--- config.mk ---
export PLATFORM = sky130hd
export DESIGN_NAME = ym3438_host_if
export DESIGN_NICKNAME = d
export VERILOG_FILES = /design/src/rtl/ym3438_host_pkg.sv /design/src/rtl/ym3438_host_strobe_timer.sv /design/src/rtl/ym3438_host_if.sv
export SDC_FILE = /design/constraint.sdc
export NUM_CORES = 1
export LEC_CHECK = 0
export ABC_AREA = 1
export BUFFER_PORTS_ARGS = -buffer_cell sky130_fd_sc_hd__clkbuf_2
export CAP_MARGIN = 25
export CORE_MARGIN = 5
export CORE_UTILIZATION = 50
export DETAILED_ROUTE_END_ITERATION = 7
export PLACE_DENSITY = 0.8
export SLEW_MARGIN = 20
export SYNTH_ARGS = -nofsm -noshare
export SYNTH_HDL_FRONTEND = slang
export SYNTH_SLANG_ARGS = --single-unit
--- constraint.sdc ---
create_clock -name MCLK -period 1.4 [get_ports MCLK]
set_input_delay 0.28 -clock MCLK [delete_from_list [all_inputs] [get_ports MCLK]]
set_output_delay 0.28 -clock MCLK [all_outputs]
set_load 0.02 [all_outputs]
--- src/rtl/ym3438_host_pkg.sv ---
// Shared types and bus encodings for the YM3438 host write sequencer.
package ym3438_host_pkg;

  typedef enum logic [3:0] {
    IDLE, A_SETUP, A_STROBE, A_HOLD, GAP1, D_SETUP, D_STROBE, D_HOLD,
    GAP2, R_SETUP, R_STROBE, R_GAP, WAIT
  } state_t;

  localparam int         TMR_W       = 10;
  localparam int         BANK_BIT    = 1;
  localparam int         BUSY_BIT    = 7;
  localparam logic [1:0] ADDR_STATUS = 2'b00;
  localparam logic       ADDR_A0     = 1'b0;
  localparam logic       ADDR_D0     = 1'b1;

  function automatic logic [1:0] addr_enc(input logic bank, input logic sel);
    logic [1:0] a;
    a           = '0;
    a[BANK_BIT] = bank;
    a[0]        = sel;
    return a;
  endfunction

endpackage

--- src/rtl/ym3438_host_strobe_timer.sv ---
// Loadable down-counter; tc_o is high while the count sits at zero.
module ym3438_host_strobe_timer
  import ym3438_host_pkg::*;
(
  input  logic             mclk_i,
  input  logic             ic_n_i,
  input  logic             load_i,
  input  logic [TMR_W-1:0] load_val_i,
  output logic             tc_o
);

  logic [TMR_W-1:0] cnt_q;

  always_ff @(posedge mclk_i or negedge ic_n_i) begin
    if (!ic_n_i) begin
      cnt_q <= '0;
    end else if (load_i) begin
      cnt_q <= load_val_i;
    end else if (cnt_q != '0) begin
      cnt_q <= cnt_q - 1'b1;
    end
  end

  assign tc_o = (cnt_q == '0);

endmodule

--- src/rtl/ym3438_host_if.sv ---
// YM3438 host write sequencer: address write, data write, then busy wait.
// Macro YM3438_HOST_BUSY_POLL_EN selects status polling instead of a fixed wait.
//   state    | meaning
//   IDLE     | ready for a request
//   A_*      | address write: setup, WR strobe, hold
//   GAP1     | CS high between address and data writes
//   D_*      | data write: setup, WR strobe, hold
//   GAP2     | CS high after the data write
//   R_*      | status read: setup, RD strobe, CS-high gap
//   WAIT     | fixed busy delay with CS high
module ym3438_host_if
  import ym3438_host_pkg::*;
#(
  parameter int SETUP_CYCLES  = 2,
  parameter int STROBE_CYCLES = 4,
  parameter int BUSY_CYCLES   = 192,
  parameter int POLL_LIMIT    = 255
) (
  input  logic       MCLK,
  input  logic       IC,
  input  logic       req_valid,
  output logic       req_ready,
  input  logic       req_bank,
  input  logic [7:0] req_addr,
  input  logic [7:0] req_data,
  output logic       CS,
  output logic       WR,
  output logic       RD,
  output logic [1:0] ADDRESS,
  output logic [7:0] DATA_o,
  output logic       DATA_oe,
  input  logic [7:0] DATA_i,
  output logic       done,
  output logic       timeout
);

  localparam logic [TMR_W-1:0] SETUP_LD  = TMR_W'(SETUP_CYCLES - 1);
  localparam logic [TMR_W-1:0] STROBE_LD = TMR_W'(STROBE_CYCLES - 1);
  localparam logic [TMR_W-1:0] BUSY_LD   = TMR_W'(BUSY_CYCLES - 1);
  localparam logic [7:0]       POLL_LIM8 = 8'(POLL_LIMIT);

  state_t           state_q;
  logic             cs_q, wr_q, rd_q, oe_q, done_q, timeout_q, bank_q, busy_q;
  logic [1:0]       addr_q;
  logic [7:0]       dout_q, data_q, poll_cnt_q;
  logic             tmr_load_d, tmr_tc;
  logic [TMR_W-1:0] tmr_val_d;
  logic             unused_status;

  // Only the busy flag of the status byte steers the sequencer.
  assign unused_status = ^DATA_i[6:0];

  always_comb begin
    tmr_load_d = 1'b0;
    tmr_val_d  = '0;
    case (state_q)
      IDLE:     if (req_valid) begin tmr_load_d = 1'b1; tmr_val_d = SETUP_LD; end
      GAP1:     begin tmr_load_d = 1'b1; tmr_val_d = SETUP_LD; end
      A_SETUP, D_SETUP, R_SETUP:
                if (tmr_tc) begin tmr_load_d = 1'b1; tmr_val_d = STROBE_LD; end
`ifdef YM3438_HOST_BUSY_POLL_EN
      GAP2:     begin tmr_load_d = 1'b1; tmr_val_d = SETUP_LD; end
`else
      GAP2:     begin tmr_load_d = 1'b1; tmr_val_d = BUSY_LD; end
`endif
      R_GAP:    if (busy_q && (poll_cnt_q < POLL_LIM8)) begin
                  tmr_load_d = 1'b1; tmr_val_d = SETUP_LD;
                end
      default:  ;
    endcase
  end

  ym3438_host_strobe_timer u_timer (
    .mclk_i     (MCLK),
    .ic_n_i     (IC),
    .load_i     (tmr_load_d),
    .load_val_i (tmr_val_d),
    .tc_o       (tmr_tc)
  );

  always_ff @(posedge MCLK or negedge IC) begin
    if (!IC) begin
      state_q    <= IDLE;
      cs_q       <= 1'b1;
      wr_q       <= 1'b1;
      rd_q       <= 1'b1;
      oe_q       <= 1'b0;
      addr_q     <= '0;
      dout_q     <= '0;
      data_q     <= '0;
      bank_q     <= 1'b0;
      busy_q     <= 1'b0;
      poll_cnt_q <= '0;
      done_q     <= 1'b0;
      timeout_q  <= 1'b0;
    end else begin
      done_q <= 1'b0;
      case (state_q)
        IDLE: if (req_valid) begin
          state_q    <= A_SETUP;
          bank_q     <= req_bank;
          data_q     <= req_data;
          addr_q     <= addr_enc(req_bank, ADDR_A0);
          dout_q     <= req_addr;
          cs_q       <= 1'b0;
          oe_q       <= 1'b1;
          poll_cnt_q <= '0;
          timeout_q  <= 1'b0;
        end
        A_SETUP:  if (tmr_tc) begin state_q <= A_STROBE; wr_q <= 1'b0; end
        A_STROBE: if (tmr_tc) begin state_q <= A_HOLD;   wr_q <= 1'b1; end
        A_HOLD:   begin state_q <= GAP1; cs_q <= 1'b1; end
        GAP1: begin
          state_q <= D_SETUP;
          cs_q    <= 1'b0;
          addr_q  <= addr_enc(bank_q, ADDR_D0);
          dout_q  <= data_q;
        end
        D_SETUP:  if (tmr_tc) begin state_q <= D_STROBE; wr_q <= 1'b0; end
        D_STROBE: if (tmr_tc) begin state_q <= D_HOLD;   wr_q <= 1'b1; end
        D_HOLD: begin
          state_q <= GAP2;
          cs_q    <= 1'b1;
          oe_q    <= 1'b0;
          addr_q  <= ADDR_STATUS;
        end
`ifdef YM3438_HOST_BUSY_POLL_EN
        GAP2:     begin state_q <= R_SETUP; cs_q <= 1'b0; end
`else
        GAP2:     state_q <= WAIT;
`endif
        R_SETUP:  if (tmr_tc) begin state_q <= R_STROBE; rd_q <= 1'b0; end
        R_STROBE: if (tmr_tc) begin
          state_q    <= R_GAP;
          rd_q       <= 1'b1;
          cs_q       <= 1'b1;
          busy_q     <= DATA_i[BUSY_BIT];
          poll_cnt_q <= poll_cnt_q + 8'd1;
        end
        R_GAP: begin
          if (!busy_q) begin
            state_q <= IDLE;
            done_q  <= 1'b1;
          end else if (poll_cnt_q < POLL_LIM8) begin
            state_q <= R_SETUP;
            cs_q    <= 1'b0;
          end else begin
            state_q   <= IDLE;
            done_q    <= 1'b1;
            timeout_q <= 1'b1;
          end
        end
        WAIT:     if (tmr_tc) begin state_q <= IDLE; done_q <= 1'b1; end
        default:  state_q <= IDLE;
      endcase
    end
  end

  assign req_ready = (state_q == IDLE);
  assign CS        = cs_q;
  assign WR        = wr_q;
  assign RD        = rd_q;
  assign ADDRESS   = addr_q;
  assign DATA_o    = dout_q;
  assign DATA_oe   = oe_q;
  assign done      = done_q;
  assign timeout   = timeout_q;

endmodule

==> metrics.cfg, run 1 <==
[worst_setup_path]
cp.required_ns = 1.61
worst-endpoint-arrival_ns = 1.84
worst_path_max_delay_cell = dfrtp_2
cp_max_fo = 8
criticalPathCategory = reg2reg
path_common_cell = nand2_1
slowest_delay_ns = 0.40
cp-start-kind = flip-flop
crit_path_end_kind = flip-flop
rr_worst_depth = 10
worstPathCellList = buf_6 > nand2_2 > nor2_4 > nand2_1 > nor2_4 > nor2_8 > nand3_1 > nand2_1 > nand2_1 > inv_1

[grt]
busiest_layer = met2
grt_antenna_before_repair = 0
grt_overflow_total = 0
use_met3_pct = 5.154
use_met1_pct = 27.39
grt_pass1_wl_mm = 11.93
grt_max_degree = 34
track_usage_pct = 23.19
grt_pass1_vias = 2655
grt_use_met2_pct = 40.47

[sta]
finalSetupViolations = 44
max_freq_mhz = 612.8
rsz0062_at_grt = true
skew_ns = 0.003686
tightest_slew_ns = 0.4341
period_share_pct = 116.6
drv_slew = 0
fin_ws_ns = -0.2318
worst_hold_slack_ns = 0.1681
fin_crit_ns = 1.632
finalHoldViolations = 0
tns_ns = -4.624
maxSlewHeadroom_pct = 71.06

[synthesis]
syn-cell-area_um2 = 2571
ys_ff_latch = 48
syn_avg_cell_area_um2 = 8.060
yosys.cell_types.count = 35
postSynthCellCount = 319
yosys_warnings = 0
synth_nets = 349
seq_area_frac_synth_pct = 46.86

[pwr]
leakage_nw = 1.989
irDropWorstVdd_mv = 0.5127
p_per_area_nw_per_um2 = 625.6

[clock_network]
clk_path_buf_depth = 2
cts_made_buffers = 5
h-tree-depth = 2
clk_pin_slew_ns = 0.10
tritoncts = yes
cts.sink_count = 48
root_buffer = clkbuf_8
insertion_delay_ns = 0.31

[hold_path]
holdPathStages = 3
hold_path_class = in2reg

[floorplanning]
die_x_um = 81.71
rows = 26
chipHeight_um = 81.71
placeableCoreArea_um2 = 5042
ioPinCount = 45
start_util_pct = 50.99
die_area_um2 = 6677

[job]
max-cap-violations = 0

[place]
place_congestion = 0.8766
hpwlAfterDp_mm = 4.664
placed_cell_area_um2 = 3226
dp_slack_ns = -0.1558
portBuffers = 37

[cells_and_area]
finish.instance_area_um2 = 4049
multi_input_area_um2 = 1572
finalCoreUtilization_pct = 80.30
drive_gt1_share_pct = 52.00
nFillCells = 262
syn2layout_area_growth_pct = 57.47
num-nets-final = 454
num_antenna_cells = 0
regArea_um2 = 1210

[run_status]
status = finished with violations
violations = negative setup slack

[routing]
firstDrtPassIters = 5
drt_first_iter_violations = 273
ant_nets = 0
via_count = 2882
wire_per_inst_um = 19.77
vias_per_cell = 5.822
route.detailed.drc = 0
wl_mm = 9.785

## Yosys cell counts, drive strengths merged
library cell	n	area share, %
a21oi	5	0.97
buf	5	1.3
dfrtp	45	44
dfstp	3	3.1
ha	2	0.97
inv	39	5.7
mux2i	1	0.39
nand2	101	16
nand3	28	6.3
nand4	5	1.5
nor2	35	7.0
nor3	4	1.4
nor3b	1	0.29
o211ai	9	2.6
o21a	1	0.29
o21ai	21	4.2
o21bai	1	0.29
o31ai	1	0.29
or2	3	0.73
xnor2	4	1.4
xor2	5	1.7
## logic make-up after synthesis
family / count (synthesis) / synth area share [%]
buffers and inverters: 44 / 7.007
DFF: 48 / 46.86
AOI/OAI and AO/OA: 38 / 8.710
xor gates and xnor gates: 9 / 3.065
muxes: 1 / 0.3893
adders and majority gates: 2 / 0.9731
and+or+nand+nor: 177 / 32.99
## what timing repair did
action,in CTS,in global routing
buffers inserted,10,6
cloned,1,5
gates resized for setup,62,84
endpoints found under the hold margin,12,0
hold buffers,1,0
endpoints found under the setup margin,35,48
pin swaps,18,30
## through the flow
step | total power (W) | cells
floorplan | 0.001414 | 319
global placement | 0.001476 | 468
finish | 0.002533 | 495
global route | 0.002596 | 495
CTS | 0.002518 | 487
detailed placement | 0.001477 | 468
## path summary, 6_finish.rpt
path | startpoint | slack (ns) | endpoint
worst min register to register | CS$_DFFE_PN1P_ | 0.49 | CS$_DFFE_PN1P_
min in group asynchronous | IC | 0.43 | poll_cnt_q[7]$_DFFE_PN0P_
max in group asynchronous | IC | 0.44 | state_q[2]$_DFFE_PN0P_
worst max-delay path | state_q[3]$_DFFE_PN0P_ | -0.23 | u_timer.cnt_q[4]$_DFFE_PN0P_
worst min-delay path | req_data[0] | 0.17 | data_q[0]$_DFFE_PN0P_
worst max register to register | state_q[3]$_DFFE_PN0P_ | -0.23 | u_timer.cnt_q[4]$_DFFE_PN0P_
## registers in the layout (all words and copies together), names as in the netlist
| signal | cells |
|---|---|
| RD | 1 |
| state_q | 4 |
| CS | 1 |
| WR | 1 |
| data_q | 8 |
| DATA_o | 8 |
| busy_q | 1 |
| poll_cnt_q | 8 |
| ADDRESS | 2 |
| u_timer.cnt_q | 10 |
| DATA_oe | 1 |
| bank_q | 1 |
| timeout | 1 |
| done | 1 |
## final cells by class
cell class	count	share of cell area [%]
clock buffer	5	1.700
clock inverter	3	1.143
inverter	39	4.295
multi-input combinational	228	38.81
sequential	48	29.88
tap	70	2.163
timing repair buffer	102	22.00
## where the power goes
group          switching (W)  internal [W]  total [W]
clock               0.000533      0.000539    0.00107
sequential                 0       0.00139    0.00139
combinational      0.0000469     0.0000277  0.0000746
## worst max-delay path, delay by kind of cell, from the launching register on
| family | cells | cell delay (ns) |
|---|---|---|
| and+or+nand+nor | 8 | 0.93 |
| buffers and inverters | 2 | 0.19 |
| DFF | 1 | 0.40 |
## cells in the final DEF, fill, tap and decap left out, types with 4 or more instances in the layout
cell	instances
nand2_1	63
dfrtp_1	41
buf_4	41
clkbuf_2	36
inv_1	28
nand2_2	27
nor2_1	18
nand3_1	13
buf_6	12
nand2_4	10
nand3_2	10
o21ai_1	10
nor2_4	9
o211ai_1	9
o21ai_2	9
nor2_2	7
inv_2	6
xor2_1	5
nand3_4	5
clkbuf_8	5
buf_12	5
nand4_1	4
xnor2_1	4
clkbuf_16	4
dfrtp_2	4
## routing by layer
layer	wire length, um	vias to the layer above
met5	0	-
li1	-	1235
met3	713	66
met2	4897	202
met1	3561	1379
met4	612	0
No activity file was read; power rests on OpenSTA's default activity.
==> inputs of run 2 (changes only) <==
clock period = 1.39 ns   (was 1.4 ns; I/O delays follow)
==> metrics.cfg, run 2 (synthesized netlist as in run 1, its figures left out) <==
[clock_network]
insertion_delay_ns = 0.32
cts_made_buffers = 5
cts.sink_count = 48
h-tree-depth = 2
clk_path_buf_depth = 2
tritoncts = yes
clk_pin_slew_ns = 0.10
root_buffer = clkbuf_8

[grt]
busiest_layer = met2
grt_overflow_total = 0
grt_use_met2_pct = 48.53
use_met3_pct = 5.921
use_met1_pct = 32.55
grt_antenna_before_repair = 0
grt_pass1_vias = 2840
track_usage_pct = 28.58
grt_max_degree = 49
grt_pass1_wl_mm = 14.13

[floorplanning]
chipHeight_um = 81.71
placeableCoreArea_um2 = 5042
die_area_um2 = 6677
ioPinCount = 45
start_util_pct = 50.99
die_x_um = 81.71
rows = 26

[sta]
finalHoldViolations = 0
max_freq_mhz = 610.1
tightest_slew_ns = 0.3598
worst_hold_slack_ns = 0.1633
rsz0062_at_grt = true
finalSetupViolations = 48
fin_crit_ns = 1.639
skew_ns = 0.009331
drv_slew = 0
maxSlewHeadroom_pct = 75.93
fin_ws_ns = -0.2490
period_share_pct = 117.9

[routing]
wl_mm = 10.04
ant_nets = 0
firstDrtPassIters = 5
wire_per_inst_um = 19.95
vias_per_cell = 5.837
route.detailed.drc = 0
via_count = 2936
drt_first_iter_violations = 350

[hold_path]
hold_path_class = in2reg
holdPathStages = 3

[worst_setup_path]
rr_worst_depth = 10
cp-start-kind = flip-flop
worst-endpoint-arrival_ns = 1.86
worst_path_max_delay_cell = dfrtp_2
cp_max_fo = 8
cp_top_family = simple AND/OR/NAND/NOR gates
crit_path_end_kind = flip-flop
cp.required_ns = 1.61
criticalPathCategory = reg2reg
worstPathCellList = buf_6 > buf_6 > inv_6 > nor2_4 > nand2_2 > nand3_4 > nor2_8 > nand3_4 > nand2_2 > inv_2
slowest_delay_ns = 0.48
timing.critical_path.buf_inv = 4
path_depth = 10

[place]
hpwlAfterDp_mm = 4.406
placed_cell_area_um2 = 3226
dp_slack_ns = -0.1157
portBuffers = 37
place_congestion = 0.8757

[cells_and_area]
final_cell_mix = 67 x nand2_1, 50 x buf_4, 41 x dfrtp_1
layout_commonest_cell = nand2_1
largest-register = u_timer.cnt_q
finish.instance_area_um2 = 3963
largest_reg_flops = 10
drive_gt1_share_pct = 51.73
syn2layout_area_growth_pct = 54.11
num_antenna_cells = 0
num-nets-final = 462

[pwr]
irDropWorstVdd_mv = 0.6499
leakage_nw = 1.965
p_per_area_nw_per_um2 = 596.9

[run_status]
status = finished with violations
violations = negative setup slack

[job]
max-cap-violations = 0

run 2: cell count changes in the layout (fill, tap and decap cells not counted), sizes merged:
cell	previous run	this run
buf	61	73
inv	40	39
bufinv	1	0
clkinvlp	1	2
clkbuf	45	41
clkinv	0	1
run 2: per-stage QoR:
| stage | setup TNS [ns] | utilization, % | total power, W | cells |
|---|---|---|---|---|
| after global placement | -0.9448 | 63.97 | 0.001487 | 466 |
| after CTS | -1.276 | 74.67 | 0.002334 | 495 |
| final | -6.868 | 78.59 | 0.002365 | 503 |
| after floorplan | -0.03195 | - | 0.001424 | 319 |
| after detailed placement | -2.154 | 63.97 | 0.001487 | 466 |
| after global routing | -8.379 | 78.59 | 0.002437 | 503 |
run 2: routing by layer:
| layer | vias to the layer above | part of all wire, % | routed length [um] |
|---|---|---|---|
| met4 | 0 | 7.0 | 706 |
| met5 | - | 0 | 0 |
| met1 | 1384 | 36 | 3602 |
| li1 | 1249 | - | - |
| met3 | 77 | 7.5 | 749 |
| met2 | 226 | 50 | 4977 |
run 2: worst min-delay path, stage by stage:
cell and delay, ns:
clkbuf_2 0.07, nand2_1 0.04, o21ai_0 0.06
run 2: repair_timing:
action,CTS,global route
endpoints found under the hold margin,45,0
endpoints found under the setup margin,34,49
hold buffers,1,0
gates resized for setup,85,47
gates cloned,1,0
pin swaps,27,19
setup buffers,20,9
run 2: power by group:
group	internal, W	switching [W]	leakage [nW]
logic	0.0000278	0.0000393	1.41
clock network	0.000358	0.000545	0.0404
registers	0.00140	0	0.515
run 2: final timing paths:
kind,start,to,slack (ns)
setup reg to reg,state_q[3]$_DFFE_PN0P_,u_timer.cnt_q[3]$_DFFE_PN0P_,-0.25
min in group asynchronous,IC,timeout$_DFFE_PN0P_,0.47
hold / removal,req_data[1],data_q[1]$_DFFE_PN0P_,0.16
max in group asynchronous,IC,CS$_DFFE_PN1P_,0.66
setup / recovery,state_q[3]$_DFFE_PN0P_,u_timer.cnt_q[3]$_DFFE_PN0P_,-0.25
hold reg to reg,CS$_DFFE_PN1P_,CS$_DFFE_PN1P_,0.48
run 2: layout make-up:
cell class | count | area (um2)
Multi-Input combinational cell | 228 | 1521
Fill cell | 262 | 1080
Inverter | 39 | 178.9
Timing Repair Buffer | 110 | 872.1
Sequential cell | 48 | 1210
Clock inverter | 3 | 23.77
Tap cell | 70 | 87.58
Clock buffer | 5 | 68.82
==> inputs of run 3 (changes only) <==
CORE_MARGIN = 10   (was 5)
RECOVER_POWER = 50   (was default)
==> metrics.cfg, run 3 (synthesized netlist as in run 1, its figures left out) <==
[run_status]
status = finished with violations
violations = negative setup slack

[sta]
finalHoldViolations = 0
tightest_slew_ns = 0.6399
drv_slew = 0
skew_ns = 0.007625
rsz0062_at_grt = true
fin_crit_ns = 1.511
worst_hold_slack_ns = 0.1711
fin_ws_ns = -0.1205
max_freq_mhz = 662.0
finalSetupViolations = 28
maxSlewHeadroom_pct = 57.34
period_share_pct = 108.7

[routing]
route.detailed.drc = 0
firstDrtPassIters = 4
wl_mm = 7.179
drt_first_iter_violations = 156
via_count = 2539
ant_nets = 0
wire_per_inst_um = 14.74
vias_per_cell = 5.214

[clock_network]
clk_pin_slew_ns = 0.10
h-tree-depth = 2
insertion_delay_ns = 0.31
clk_path_buf_depth = 2
tritoncts = yes
root_buffer = clkbuf_8
cts.sink_count = 48
cts_made_buffers = 5

[floorplanning]
ioPinCount = 45
die_x_um = 91.71
chipHeight_um = 91.71
die_area_um2 = 8411
start_util_pct = 50.99
rows = 26
placeableCoreArea_um2 = 5042

[grt]
grt_pass1_vias = 2633
grt_overflow_total = 0
grt_max_degree = 39
grt_pass1_wl_mm = 12.03
grt_antenna_before_repair = 0
track_usage_pct = 17.02

[place]
place_congestion = 0.8887
dp_cells = 468
hpwlAfterDp_mm = 4.780
portBuffers = 37

[worst_setup_path]
worstPathCellList = ha_2 > nand3_2 > nor2_2 > nor2_4 > nor2_8 > nand2_2 > nor3_2
rr_worst_depth = 7
cp-start-kind = flip-flop
criticalPathCategory = reg2reg
crit_path_end_kind = flip-flop
r2r_end = u_timer.cnt_q[9]$_DFFE_PN0P_
worst-endpoint-arrival_ns = 1.74
worst_path_max_delay_cell = dfrtp_1
slowest_delay_ns = 0.38
cp_max_fo = 8
cp.required_ns = 1.62
r2r-start = poll_cnt_q[0]$_DFFE_PN0P_
r2r_setup_slack_ns = -0.12

[hold_path]
holdPathStages = 3
hold_end = data_q[5]$_DFFE_PN0P_
holdCritStartpoint = req_data[5]
hold_path_class = in2reg

[cells_and_area]
syn2layout_area_growth_pct = 41.17
drive_gt1_share_pct = 43.41
stdcell_count = 487
layout_commonest_cell = nand2_1
finalCoreUtilization_pct = 71.99
final_cell_mix = 76 x nand2_1, 49 x buf_4, 41 x dfrtp_1
largest_reg_flops = 10
num-nets-final = 446
largest-register = u_timer.cnt_q
num_antenna_cells = 0
nFillCells = 356

[job]
max-cap-violations = 0

[pwr]
p_per_area_nw_per_um2 = 637.7
irDropWorstVdd_mv = 0.6977
leakage_nw = 1.796

==> run 3: cell count changes in the layout (fill, tap and decap cells not counted), moves of 6 or more <==
cell | previous run | this run
nor2_1 | 16 | 22
nand2_1 | 67 | 76
nand2_4 | 10 | 3
buf_6 | 17 | 4
inv_4 | 6 | 0
==> run 3: repair_timing <==
item                       in CTS  in global routing
pin swaps                      15                  8
gates cloned                    0                  1
hold endpoints to repair        9                  0
setup endpoints to repair      35                 43
hold buffers                    1                  0
resized for setup              38                 35
setup buffers                   5                  5
==> run 3: worst max-delay path by stage <==
stage | endpoint | cells past startpoint | slack (ns) | start
floorplan | u_timer.cnt_q[1]$_DFFE_PN0P_ | 10 | -0.007 | u_timer.cnt_q[0]$_DFFE_PN0P_
global placement | state_q[1]$_DFFE_PN0P_ | 7 | -0.07 | state_q[0]$_DFFE_PN0P_
detailed placement | u_timer.cnt_q[5]$_DFFE_PN0P_ | 7 | -0.10 | u_timer.cnt_q[1]$_DFFE_PN0P_
CTS | u_timer.cnt_q[1]$_DFFE_PN0P_ | 10 | -0.10 | u_timer.cnt_q[0]$_DFFE_PN0P_
global route | poll_cnt_q[5]$_DFFE_PN0P_ | 7 | -0.23 | poll_cnt_q[2]$_DFFE_PN0P_
finish | u_timer.cnt_q[9]$_DFFE_PN0P_ | 7 | -0.12 | poll_cnt_q[0]$_DFFE_PN0P_
==> run 3: worst max-delay path, delay by kind of cell (launching register included) <==
kind                       cells  cell delay [ns]
and+or+nand+nor                6             0.83
DFF                            1             0.38
adders and majority gates      1             0.21
==> run 3: cell type report <==
type	instances	area, um2	area share [%]
well taps	70	87.58	2.413
flip-flops and latches	48	1210	33.33
clock inverters	2	12.51	0.3447
clock buffers	6	72.57	1.999
multi-input cells	228	1413	38.92
repair buffers	94	675.6	18.61
inverters	39	158.9	4.378
==> run 3: report_power, final <==
group	switching (W)	internal, W
combinational	0.0000370	0.0000245
clock	0.000504	0.000353
sequential	0	0.00140
==> run 3: per-stage QoR <==
step,setup WS (ns),instance area (um2),total power (W),setup TNS [ns]
2_1_floorplan,-0.006692,2603,0.001424,-0.03195
3_3_place_gp,-0.06614,3241,0.001487,-0.7541
3_5_place_dp,-0.1010,3241,0.001488,-1.688
4_1_cts,-0.1023,3495,0.002318,-2.067
5_1_grt,-0.2267,3630,0.002402,-8.550
6_report,-0.1205,3630,0.002315,-1.883
==> run 3: per-layer routing <==
metal | routed length (um) | track usage (%) | vias to the layer above
met1 | 2724 | 19.14 | 1220
met4 | 223 | 5.270 | 0
met3 | 355 | 3.749 | 24
li1 | - | - | 1216
met2 | 3876 | 31.22 | 79
met5 | 0 | 0 | -
